`src/rtl/rst_cipher_pkg.sv`:
```
// Shared types, character constants and symbol helpers for the rotating-table cipher.
package rst_cipher_pkg;

    typedef logic [5:0] sym_t;

    typedef enum logic {
        NOKEY = 1'b0,
        READY = 1'b1
    } key_state_t;

    localparam logic [7:0] CH_A   = 8'h41;
    localparam logic [7:0] CH_Z   = 8'h5A;
    localparam logic [7:0] CH_LA  = 8'h61;
    localparam logic [7:0] CH_LZ  = 8'h7A;
    localparam logic [7:0] CH_0   = 8'h30;
    localparam logic [7:0] CH_9   = 8'h39;
    localparam logic [7:0] CH_NUL = 8'h00;

    localparam sym_t SYM_DIGIT0 = 6'd26;
    localparam sym_t SYM_MAX    = 6'd35;

    function automatic logic is_alnum(input logic [7:0] ch);
        return ((ch >= CH_A)  && (ch <= CH_Z))  ||
               ((ch >= CH_LA) && (ch <= CH_LZ)) ||
               ((ch >= CH_0)  && (ch <= CH_9));
    endfunction

    // Non-alphanumeric input maps to 0; callers gate with is_alnum.
    function automatic sym_t char_to_sym(input logic [7:0] ch);
        sym_t s;
        if ((ch >= CH_A) && (ch <= CH_Z)) begin
            s = sym_t'(ch - CH_A);
        end else if ((ch >= CH_LA) && (ch <= CH_LZ)) begin
            s = sym_t'(ch - CH_LA);
        end else if ((ch >= CH_0) && (ch <= CH_9)) begin
            s = sym_t'(ch - CH_0) + SYM_DIGIT0;
        end else begin
            s = 6'd0;
        end
        return s;
    endfunction

    function automatic logic [7:0] sym_to_char(input sym_t s);
        logic [7:0] ch;
        if (s < SYM_DIGIT0) begin
            ch = CH_A + {2'b00, s};
        end else begin
            ch = CH_0 + {2'b00, s - SYM_DIGIT0};
        end
        return ch;
    endfunction

endpackage

```
`src/rtl/rst_cipher_stream_if.sv`:
```
// Key-install and valid/ready symbol stream bundle of the rotating-table cipher.
interface rst_cipher_stream_if #(
    parameter int N_DIM = 6
) ();
    localparam int KEY_LEN = 2 * N_DIM;

    logic [8*KEY_LEN-1:0] key;
    logic                 key_valid;
    logic                 key_installed;
    logic                 err_invalid_key;
    logic                 mode;
    logic                 in_valid;
    logic                 in_ready;
    logic [15:0]          in_data;
    logic                 out_valid;
    logic                 out_ready;
    logic [15:0]          out_data;
    logic                 out_err_sym;
    logic                 out_err_nokey;

    modport master (
        output key, key_valid, mode, in_valid, in_data, out_ready,
        input  key_installed, err_invalid_key, in_ready, out_valid,
               out_data, out_err_sym, out_err_nokey
    );

    modport slave (
        input  key, key_valid, mode, in_valid, in_data, out_ready,
        output key_installed, err_invalid_key, in_ready, out_valid,
               out_data, out_err_sym, out_err_nokey
    );
endinterface

```
`src/rtl/rst_key_schedule.sv`:
```
// Row/column key registers: legality check on install, rotate by one on each strobe.
module rst_key_schedule
    import rst_cipher_pkg::*;
#(
    parameter int N_DIM = 6,
    localparam int KEY_LEN = 2 * N_DIM
) (
    input  logic                 clk,
    input  logic                 rst_n,
    input  logic [8*KEY_LEN-1:0] key,
    input  logic                 key_valid,
    input  logic                 rotate,
    output logic [7:0]           row_key [N_DIM],
    output logic [7:0]           col_key [N_DIM],
    output logic                 key_installed,
    output logic                 err_invalid_key
);

    logic [7:0] row_new_s [N_DIM];
    logic [7:0] col_new_s [N_DIM];
    logic [7:0] row_r     [N_DIM];
    logic [7:0] col_r     [N_DIM];
    logic       key_ok_s;
    logic       err_r;
    key_state_t state_r;

    // Split the key string (first char in the MSB byte) and check legality.
    always_comb begin
        key_ok_s = 1'b1;
        for (int i = 0; i < N_DIM; i++) begin
            row_new_s[i] = key[8*(KEY_LEN-2*i)-1 -: 8];
            col_new_s[i] = key[8*(KEY_LEN-2*i-1)-1 -: 8];
        end
        for (int i = 0; i < N_DIM; i++) begin
            if (!is_alnum(row_new_s[i]) || !is_alnum(col_new_s[i])) begin
                key_ok_s = 1'b0;
            end else begin
                key_ok_s = key_ok_s;
            end
            for (int j = i + 1; j < N_DIM; j++) begin
                if ((row_new_s[i] == row_new_s[j]) || (col_new_s[i] == col_new_s[j])) begin
                    key_ok_s = 1'b0;
                end else begin
                    key_ok_s = key_ok_s;
                end
            end
        end
    end

    // Key FSM plus table registers; an install always wins over a rotate.
    always_ff @(posedge clk or negedge rst_n) begin
        if (!rst_n) begin
            state_r <= NOKEY;
            err_r   <= 1'b0;
            for (int i = 0; i < N_DIM; i++) begin
                row_r[i] <= 8'h00;
                col_r[i] <= 8'h00;
            end
        end else begin
            err_r <= key_valid && !key_ok_s;
            case (state_r)
                NOKEY:   state_r <= (key_valid && key_ok_s) ? READY : NOKEY;
                READY:   state_r <= (key_valid && !key_ok_s) ? NOKEY : READY;
                default: state_r <= NOKEY;
            endcase
            if (key_valid) begin
                if (key_ok_s) begin
                    row_r <= row_new_s;
                    col_r <= col_new_s;
                end else begin
                    row_r <= row_r;
                    col_r <= col_r;
                end
            end else if (rotate) begin
                row_r[0] <= row_r[N_DIM-1];
                col_r[0] <= col_r[N_DIM-1];
                for (int i = 1; i < N_DIM; i++) begin
                    row_r[i] <= row_r[i-1];
                    col_r[i] <= col_r[i-1];
                end
            end else begin
                row_r <= row_r;
                col_r <= col_r;
            end
        end
    end

    assign row_key         = row_r;
    assign col_key         = col_r;
    assign key_installed   = (state_r == READY);
    assign err_invalid_key = err_r;

endmodule

```
`src/rtl/rst_cipher_stream.sv`:
```
// Streaming rotating-table cipher: symbol mapping, decrypt search, one-deep output register.
module rst_cipher_stream
    import rst_cipher_pkg::*;
#(
    parameter int N_DIM  = 6,
    parameter int DEC_EN = 1
) (
    input  logic                clk,
    input  logic                rst_n,
    rst_cipher_stream_if.slave  bus
);

    localparam int   IDX_W = $clog2(N_DIM);
    localparam sym_t N_SYM = sym_t'(N_DIM);

    logic [7:0]       row_key [N_DIM];
    logic [7:0]       col_key [N_DIM];
    logic             key_installed_s;
    logic             err_invalid_key_s;
    logic             in_ready_s;
    logic             accept_s;
    logic             rotate_s;
    logic             mode_s;
    sym_t             sym_s;
    sym_t             r_full_s;
    sym_t             c_full_s;
    logic             row_hit_s;
    logic             col_hit_s;
    logic [IDX_W-1:0] row_idx_s;
    logic [IDX_W-1:0] col_idx_s;
    sym_t             dec_sym_s;
    logic [15:0]      res_data_s;
    logic             res_err_sym_s;
    logic             res_err_nokey_s;
    logic             out_valid_r;
    logic [15:0]      out_data_r;
    logic             out_err_sym_r;
    logic             out_err_nokey_r;

    rst_key_schedule #(.N_DIM(N_DIM)) u_key_schedule (
        .clk             (clk),
        .rst_n           (rst_n),
        .key             (bus.key),
        .key_valid       (bus.key_valid),
        .rotate          (rotate_s),
        .row_key         (row_key),
        .col_key         (col_key),
        .key_installed   (key_installed_s),
        .err_invalid_key (err_invalid_key_s)
    );

    assign in_ready_s = (!out_valid_r || bus.out_ready) && !bus.key_valid;
    assign accept_s   = bus.in_valid && in_ready_s;

    // Compute the result beat for the current input from the pre-rotation table.
    always_comb begin
        mode_s          = (DEC_EN != 0) ? bus.mode : 1'b0;
        sym_s           = char_to_sym(bus.in_data[7:0]);
        r_full_s        = sym_s / N_SYM;
        c_full_s        = sym_s % N_SYM;
        row_hit_s       = 1'b0;
        col_hit_s       = 1'b0;
        row_idx_s       = '0;
        col_idx_s       = '0;
        res_data_s      = 16'h0000;
        res_err_sym_s   = 1'b0;
        res_err_nokey_s = 1'b0;
        for (int i = 0; i < N_DIM; i++) begin
            if (row_key[i] == bus.in_data[15:8]) begin
                row_hit_s = 1'b1;
                row_idx_s = IDX_W'(i);
            end else begin
                row_hit_s = row_hit_s;
            end
            if (col_key[i] == bus.in_data[7:0]) begin
                col_hit_s = 1'b1;
                col_idx_s = IDX_W'(i);
            end else begin
                col_hit_s = col_hit_s;
            end
        end
        dec_sym_s = sym_t'(row_idx_s) * N_SYM + sym_t'(col_idx_s);
        if (!key_installed_s) begin
            res_err_nokey_s = 1'b1;
        end else if (mode_s) begin
            if (row_hit_s && col_hit_s && (dec_sym_s <= SYM_MAX)) begin
                res_data_s = {CH_NUL, sym_to_char(dec_sym_s)};
            end else begin
                res_err_sym_s = 1'b1;
            end
        end else if (is_alnum(bus.in_data[7:0])) begin
            res_data_s = {row_key[r_full_s[IDX_W-1:0]], col_key[c_full_s[IDX_W-1:0]]};
        end else begin
            res_err_sym_s = 1'b1;
        end
        rotate_s = accept_s && !res_err_sym_s && !res_err_nokey_s;
    end

    // Single output register: load on accept, drop valid once the consumer takes it.
    always_ff @(posedge clk or negedge rst_n) begin
        if (!rst_n) begin
            out_valid_r     <= 1'b0;
            out_data_r      <= 16'h0000;
            out_err_sym_r   <= 1'b0;
            out_err_nokey_r <= 1'b0;
        end else if (accept_s) begin
            out_valid_r     <= 1'b1;
            out_data_r      <= res_data_s;
            out_err_sym_r   <= res_err_sym_s;
            out_err_nokey_r <= res_err_nokey_s;
        end else if (bus.out_ready) begin
            out_valid_r     <= 1'b0;
        end else begin
            out_valid_r     <= out_valid_r;
        end
    end

    assign bus.in_ready        = in_ready_s;
    assign bus.out_valid       = out_valid_r;
    assign bus.out_data        = out_data_r;
    assign bus.out_err_sym     = out_err_sym_r;
    assign bus.out_err_nokey   = out_err_nokey_r;
    assign bus.key_installed   = key_installed_s;
    assign bus.err_invalid_key = err_invalid_key_s;

endmodule

```
`src/flat_wrapper.sv`:
```
// flat-port wrapper written by rule: the top's interface ports become plain ports
module rst_cipher_stream_flat import rst_cipher_pkg::*;
#(
    parameter int N_DIM  = 6,
    parameter int DEC_EN = 1
)
  (clk, rst_n, bus_key, bus_key_valid, bus_mode, bus_in_valid, bus_in_data, bus_out_ready, bus_key_installed, bus_err_invalid_key, bus_in_ready, bus_out_valid, bus_out_data, bus_out_err_sym, bus_out_err_nokey);
  rst_cipher_stream_if #(.N_DIM(N_DIM)) bus_i ();
  input  logic clk;
  input  logic rst_n;
  input wire logic [$bits(bus_i.key)-1:0] bus_key;
  input wire logic [$bits(bus_i.key_valid)-1:0] bus_key_valid;
  input wire logic [$bits(bus_i.mode)-1:0] bus_mode;
  input wire logic [$bits(bus_i.in_valid)-1:0] bus_in_valid;
  input wire logic [$bits(bus_i.in_data)-1:0] bus_in_data;
  input wire logic [$bits(bus_i.out_ready)-1:0] bus_out_ready;
  output wire logic [$bits(bus_i.key_installed)-1:0] bus_key_installed;
  output wire logic [$bits(bus_i.err_invalid_key)-1:0] bus_err_invalid_key;
  output wire logic [$bits(bus_i.in_ready)-1:0] bus_in_ready;
  output wire logic [$bits(bus_i.out_valid)-1:0] bus_out_valid;
  output wire logic [$bits(bus_i.out_data)-1:0] bus_out_data;
  output wire logic [$bits(bus_i.out_err_sym)-1:0] bus_out_err_sym;
  output wire logic [$bits(bus_i.out_err_nokey)-1:0] bus_out_err_nokey;
  assign bus_i.key = bus_key;
  assign bus_i.key_valid = bus_key_valid;
  assign bus_i.mode = bus_mode;
  assign bus_i.in_valid = bus_in_valid;
  assign bus_i.in_data = bus_in_data;
  assign bus_i.out_ready = bus_out_ready;
  assign bus_key_installed = bus_i.key_installed;
  assign bus_err_invalid_key = bus_i.err_invalid_key;
  assign bus_in_ready = bus_i.in_ready;
  assign bus_out_valid = bus_i.out_valid;
  assign bus_out_data = bus_i.out_data;
  assign bus_out_err_sym = bus_i.out_err_sym;
  assign bus_out_err_nokey = bus_i.out_err_nokey;
  rst_cipher_stream #(.N_DIM(N_DIM), .DEC_EN(DEC_EN)) u_core (.clk(clk), .rst_n(rst_n), .bus(bus_i));
endmodule
```
`config.mk`:
```
export PLATFORM = sky130hd
export DESIGN_NAME = rst_cipher_stream_flat
export DESIGN_NICKNAME = d
export VERILOG_FILES = /design/src/rtl/rst_cipher_pkg.sv /design/src/rtl/rst_cipher_stream_if.sv /design/src/rtl/rst_key_schedule.sv /design/src/rtl/rst_cipher_stream.sv /design/src/flat_wrapper.sv
export SDC_FILE = /design/constraint.sdc
export NUM_CORES = 1
export LEC_CHECK = 0
export ABC_CLOCK_PERIOD_IN_PS = 14100
export CAP_MARGIN = 5
export CORE_MARGIN = 5
export CORE_UTILIZATION = 60
export CTS_CLUSTER_SIZE = 30
export DETAILED_ROUTE_END_ITERATION = 10
export GPL_ROUTABILITY_DRIVEN = 1
export GPL_TIMING_DRIVEN = 0
export HOLD_SLACK_MARGIN = 0.12
export PLACE_DENSITY = 0.84
export SYNTH_ARGS = -nofsm -noshare
export SYNTH_HDL_FRONTEND = slang
export SYNTH_SLANG_ARGS = --single-unit
```
`constraint.sdc`:
```
create_clock -name clk -period 14.1 [get_ports clk]
set_input_delay 4.23 -clock clk [delete_from_list [all_inputs] [get_ports clk]]
set_output_delay 4.23 -clock clk [all_outputs]
set_load 0.1 [all_outputs]
```
# Word level (Yosys, flattened, before mapping)
# Cells that the tools add are included.
# W data, S select, Z words.
classes:
  add_sub_neg: 8
  multipliers: 1
  div_mod_pow: 2
  magnitude_cmp: 82
  n_eq_ne: 43
  muxes: 73
  bitwise: 3
  reduce_logical: 114
ops:
  columns: ["operator", "count"]
  rows:
  - ["$eq A8 B8 Y1", 42]
  - ["$mux W48", 6]
  - ["$ge A8 B7 Y1 const B", 26]
  - ["$le A8 B7 Y1 const B", 26]
  - ["$ge A8 B6 Y1 const B", 13]
  - ["$le A8 B6 Y1 const B", 13]
  - ["$bmux W8 S3", 2]
  - ["$logic_or A1 B1 Y1", 48]
  - ["$mux W16", 3]
  - ["$mux W8", 6]
  - ["$logic_and A1 B1 Y1", 47]
  - ["$mux W1", 44]
  - ["$mux W6", 3]
  - ["$logic_not A1 Y1", 16]
  - ["$mux W3", 4]
  - ["$sub A6 B6 Y6 const B", 2]
  - ["$add A7 B6 Y8 const A", 1]
  - ["$ge A4 B4 Y1 const B", 2]
  - ["$mux W2", 4]
  - ["$not A3 Y4", 2]
  - ["$add A6 B6 Y7 const A", 1]
  - ["$add A6 B3 Y6", 1]
  - ["$add A6 B5 Y6 const B", 1]
  - ["$div A6 B3 Y6 const B", 1]
  - ["11 further kinds", 12]
totals:
  ff_bits: 117
  input_bits: 118

# Longest topological paths before layout
logic_depth:
  ltp_word: 31
  ltp_mapped: 23
  mapped_depth_nobuf: 22

# Hierarchy
# From an unflattened synthesis, not the netlist that was laid out.
hier_totals:
  cells_unflattened: 1637
  area_unflattened_um2: 13397.8
modules_own_cells:
  columns: ["mod", "n_inst", "cells_each", "area_per_inst_um2", "seq_area_each_um2"]
  rows:
  - ["rst_key_schedule", 1, 1042, 8942.3, 2452.4]
  - ["rst_cipher_stream", 1, 595, 4455.5, 475.5]

# Least setup slack after synthesis
# No wires, ideal clock.
synth_timing:
  kind: "input-to-output"
  start: "in bus_key_valid"
  end: "out bus_in_ready"
  t_arrival_ps: 5937
  setup_slack_ps: 3933
  stages: 2
  path_buffers: 1
  cell_sequence: "clkbuf_1 -> a21oi_1"
synth_via:
  elab_chain_len: 2
synth_lines:
  columns: ["item", "line_no", "source"]
  rows:
  - ["start, declared", "flat_wrapper.sv:12", "input wire logic [$bits(bus_i.key_valid)-1:0] bus_key_valid;"]
  - ["$logic_not A1 Y1", "rst_cipher_stream.sv:52", "assign in_ready_s = (!out_valid_r || bus.out_ready) && !bus.key_valid;"]
  - ["$logic_and A1 B1 Y1", "rst_cipher_stream.sv:52", null]
  - ["end, declared", "flat_wrapper.sv:19", "output wire logic [$bits(bus_i.in_ready)-1:0] bus_in_ready;"]
# No other way between the ends.

# Final worst setup path
layout_timing:
  start: "in bus_out_ready"
  end: "out bus_in_ready"
layout_via:
  elab_chain_len: 2
layout_lines:
  columns: ["item", "line_no", "source"]
  rows:
  - ["start, declared", "flat_wrapper.sv:16", "input wire logic [$bits(bus_i.out_ready)-1:0] bus_out_ready;"]
  - ["$logic_or A1 B1 Y1", "rst_cipher_stream.sv:52", null]
  - ["$logic_and A1 B1 Y1", "rst_cipher_stream.sv:52", null]
# No other way between the ends.

==> metrics.cfg <==
[grt]
grt_pass1_vias=11400
overflow=0
grt_max_degree=98
grt_pass1_wl_um=65300
antenna_found_initial=2
grt_util_all_layers_pct=34.7

[timing]
period_needed_ns=10.36
tns_ns=0
max_freq_mhz=96.5
setup_viol=0
slew_violations=0
clock_skew_ns=0.00821
relSlewSlack_pct=33.9
hold_ws_ns=0.486
rsz0062_at_grt=no
worst_pin_slew_ns=0.989
finalHoldViolations=0
period_share_pct=73.5

[clock_tree]
clkTransAtPathRegs_ns=0.06
ctsHoldBuffers=0
cts_sinks=117
cts.path.max_buffers=2
cts_buffers=17
post_cts.repair.setup_buffers=0
insertion_delay_ns=0.43
cts_resized=0
htreeDepth=4
cts-root-buf=clkbuf_16
cts_tree=built

[logic_synthesis]
synth_warnings=0
synth-main-ff-cell=dfrtp_1
async_flop_share_pct=100
synth_edf_count=0
synth_top_family_by_area=XOR/XNOR gates
synth-simple-area-share_pct=11.8
synthAdderAreaFrac_pct=2.00
synthMuxAreaShare_pct=22.5
synth_compound_area_share_pct=10.0
syn_inst=1362
synth_area_per_cell_um2=9.28
syn_nets=1499
yosysSeqAreaShare_pct=23.2
ys_ff_latch=117
synth_xor_area_share_pct=24.3
syn_area_mm2=0.0126
synthTopCellsByArea=dfrtp_1, mux2_2, xor2_1
synth_top_area_share_pct=23.2
synth_cell_type_count=81
synth_top_area_cell=dfrtp_1

[placement]
placed_cell_area_mm2=0.0133
dpl.hpwl_um=30900
port_buffers=30
gp_congestion=1.01

[layout]
fin_area_mm2=0.0139
finalNetCount=1549
finalCoreUtilization_pct=66.4
drive_above_1_share_pct=20.2
register_area_mm2=0.00293
nFillCells=1667
mostFrequentLayoutCells=xor2_1, mux2_2, xnor2_1
syn_to_final_growth_pct=9.79
multi_input_area_mm2=0.00892
layout_commonest_cell=xor2_1

[critical_path]
arrival_ns=6.13
worstPathRequired_ns=9.87
worstSetupPathType=primary input to output port
worst_setup_path_end_kind=output port
cp-start-kind=primary input
crit_fanout=3

[floorplanning]
core_mm2=0.0209
initial_core_util_pct=60.5
die_x_um=155
die-area_mm2=0.0241
io_pins=140
die_h_um=155
row_count=53

[outcome]
status=finished clean

[routing]
avgViaCountPerCell=6.78
drc=0
ant_nets=0
drt_iter0_markers=1353
vias=11500
drt_pass1_iterations=7
wl_per_cell_um=25.1
drt_wl_total_um=42600

[pwr]
p_leak_nw=5.77
p_per_area_mw_per_mm2=74.7
fin_total_pwr_w=0.00104
ir_worst_vdd_mv=0.0863

[run]
max-cap-violations=0

[hold_path]
min_path_type=register to register

==> registers in the layout, indices dropped and copies added, names as in the netlist, named ones only <==
register,flops
u_core.u_key_schedule.col_key,48
u_core.u_key_schedule.row_key,48
u_core.bus.out_data,16
u_core.bus.out_err_nokey,1
u_core.bus.out_err_sym,1
u_core.bus.out_valid,1
u_core.u_key_schedule.err_invalid_key,1
==> cell usage after synthesis, drive strengths merged (8+ instances only) <==
library cell,count
mux2,195
xnor2,128
a221o,9
nor2,44
clkbuf,113
buf,35
o21ai,31
mux4,9
ha,17
nand4,42
inv,41
xor2,222
a21oi,46
nor4,75
dfrtp,117
mux2i,44
a31oi,8
o22ai,15
nand2,67
nor3,9
==> power by group <==
group,leakage (nW),internal (W),switching (W),total [W]
registers,1.63,0.000339,0.00000354,0.000342
logic,3.88,0.000104,0.000172,0.000276
clock network,0.259,0.000243,0.000176,0.000419
==> through the flow <==
step	std cells	setup slack, ns
after floorplan	1362	3.93
after global placement	1667	3.77
after detailed placement	1668	3.74
after CTS	1700	3.74
after global routing	1701	3.66
final	1702	3.74
==> final cells by class <==
cell class	instances	share of cell area [%]
flip-flops and latches	117	21.1
multi-input cells	1056	64.3
clock buffers	18	3.09
diodes	2	0.0361
inverters	41	1.13
plain buffers	148	4.55
repair buffers	31	2.37
clock inverters	14	0.938
well taps	275	2.48
==> logic make-up (layout without fill, tap and decap cells) <==
logic type,count (synthesis),in the layout
compound gates,170,170
xor+xnor,350,350
fa+ha+maj,19,19
buf+inv,189,252
flops,117,117
mux,248,248
other cells,0,2
simple gates,269,269
==> worst max-delay path: stages <==
cell and delay [ns]:
clkdlybuf4s50_1 0.45, inv_1 0.04, a21oi_1 0.23, clkdlybuf4s50_1 1.18
==> final timing paths <==
kind	from	to	slack, ns	cells past startpoint
worst max-delay path	bus_out_ready	bus_in_ready	3.74	4
worst min-delay path	u_core.bus.out_err_nokey	u_core.bus.out_err_nokey	0.49	2
worst max register to register	u_core.u_key_schedule.row_key[5]	u_core.u_key_schedule.row_key[46]	8.18	21
worst min register to register	u_core.bus.out_err_nokey	u_core.bus.out_err_nokey	0.49	2
max in group asynchronous	rst_n	u_core.u_key_schedule.col_key[28]	9.69	2
min in group asynchronous	rst_n	u_core.bus.out_data[9]	3.64	1
==> layer usage <==
layer  wire length (um)  GRT usage, %  up-vias
met5                  9             0        -
met1              15800          44.0     5547
met3               4260          6.37      249
li1                   -             -     4899
met2              19900          56.2      845
met4               2690          18.8        2
(Power assumes the default switching activity.)
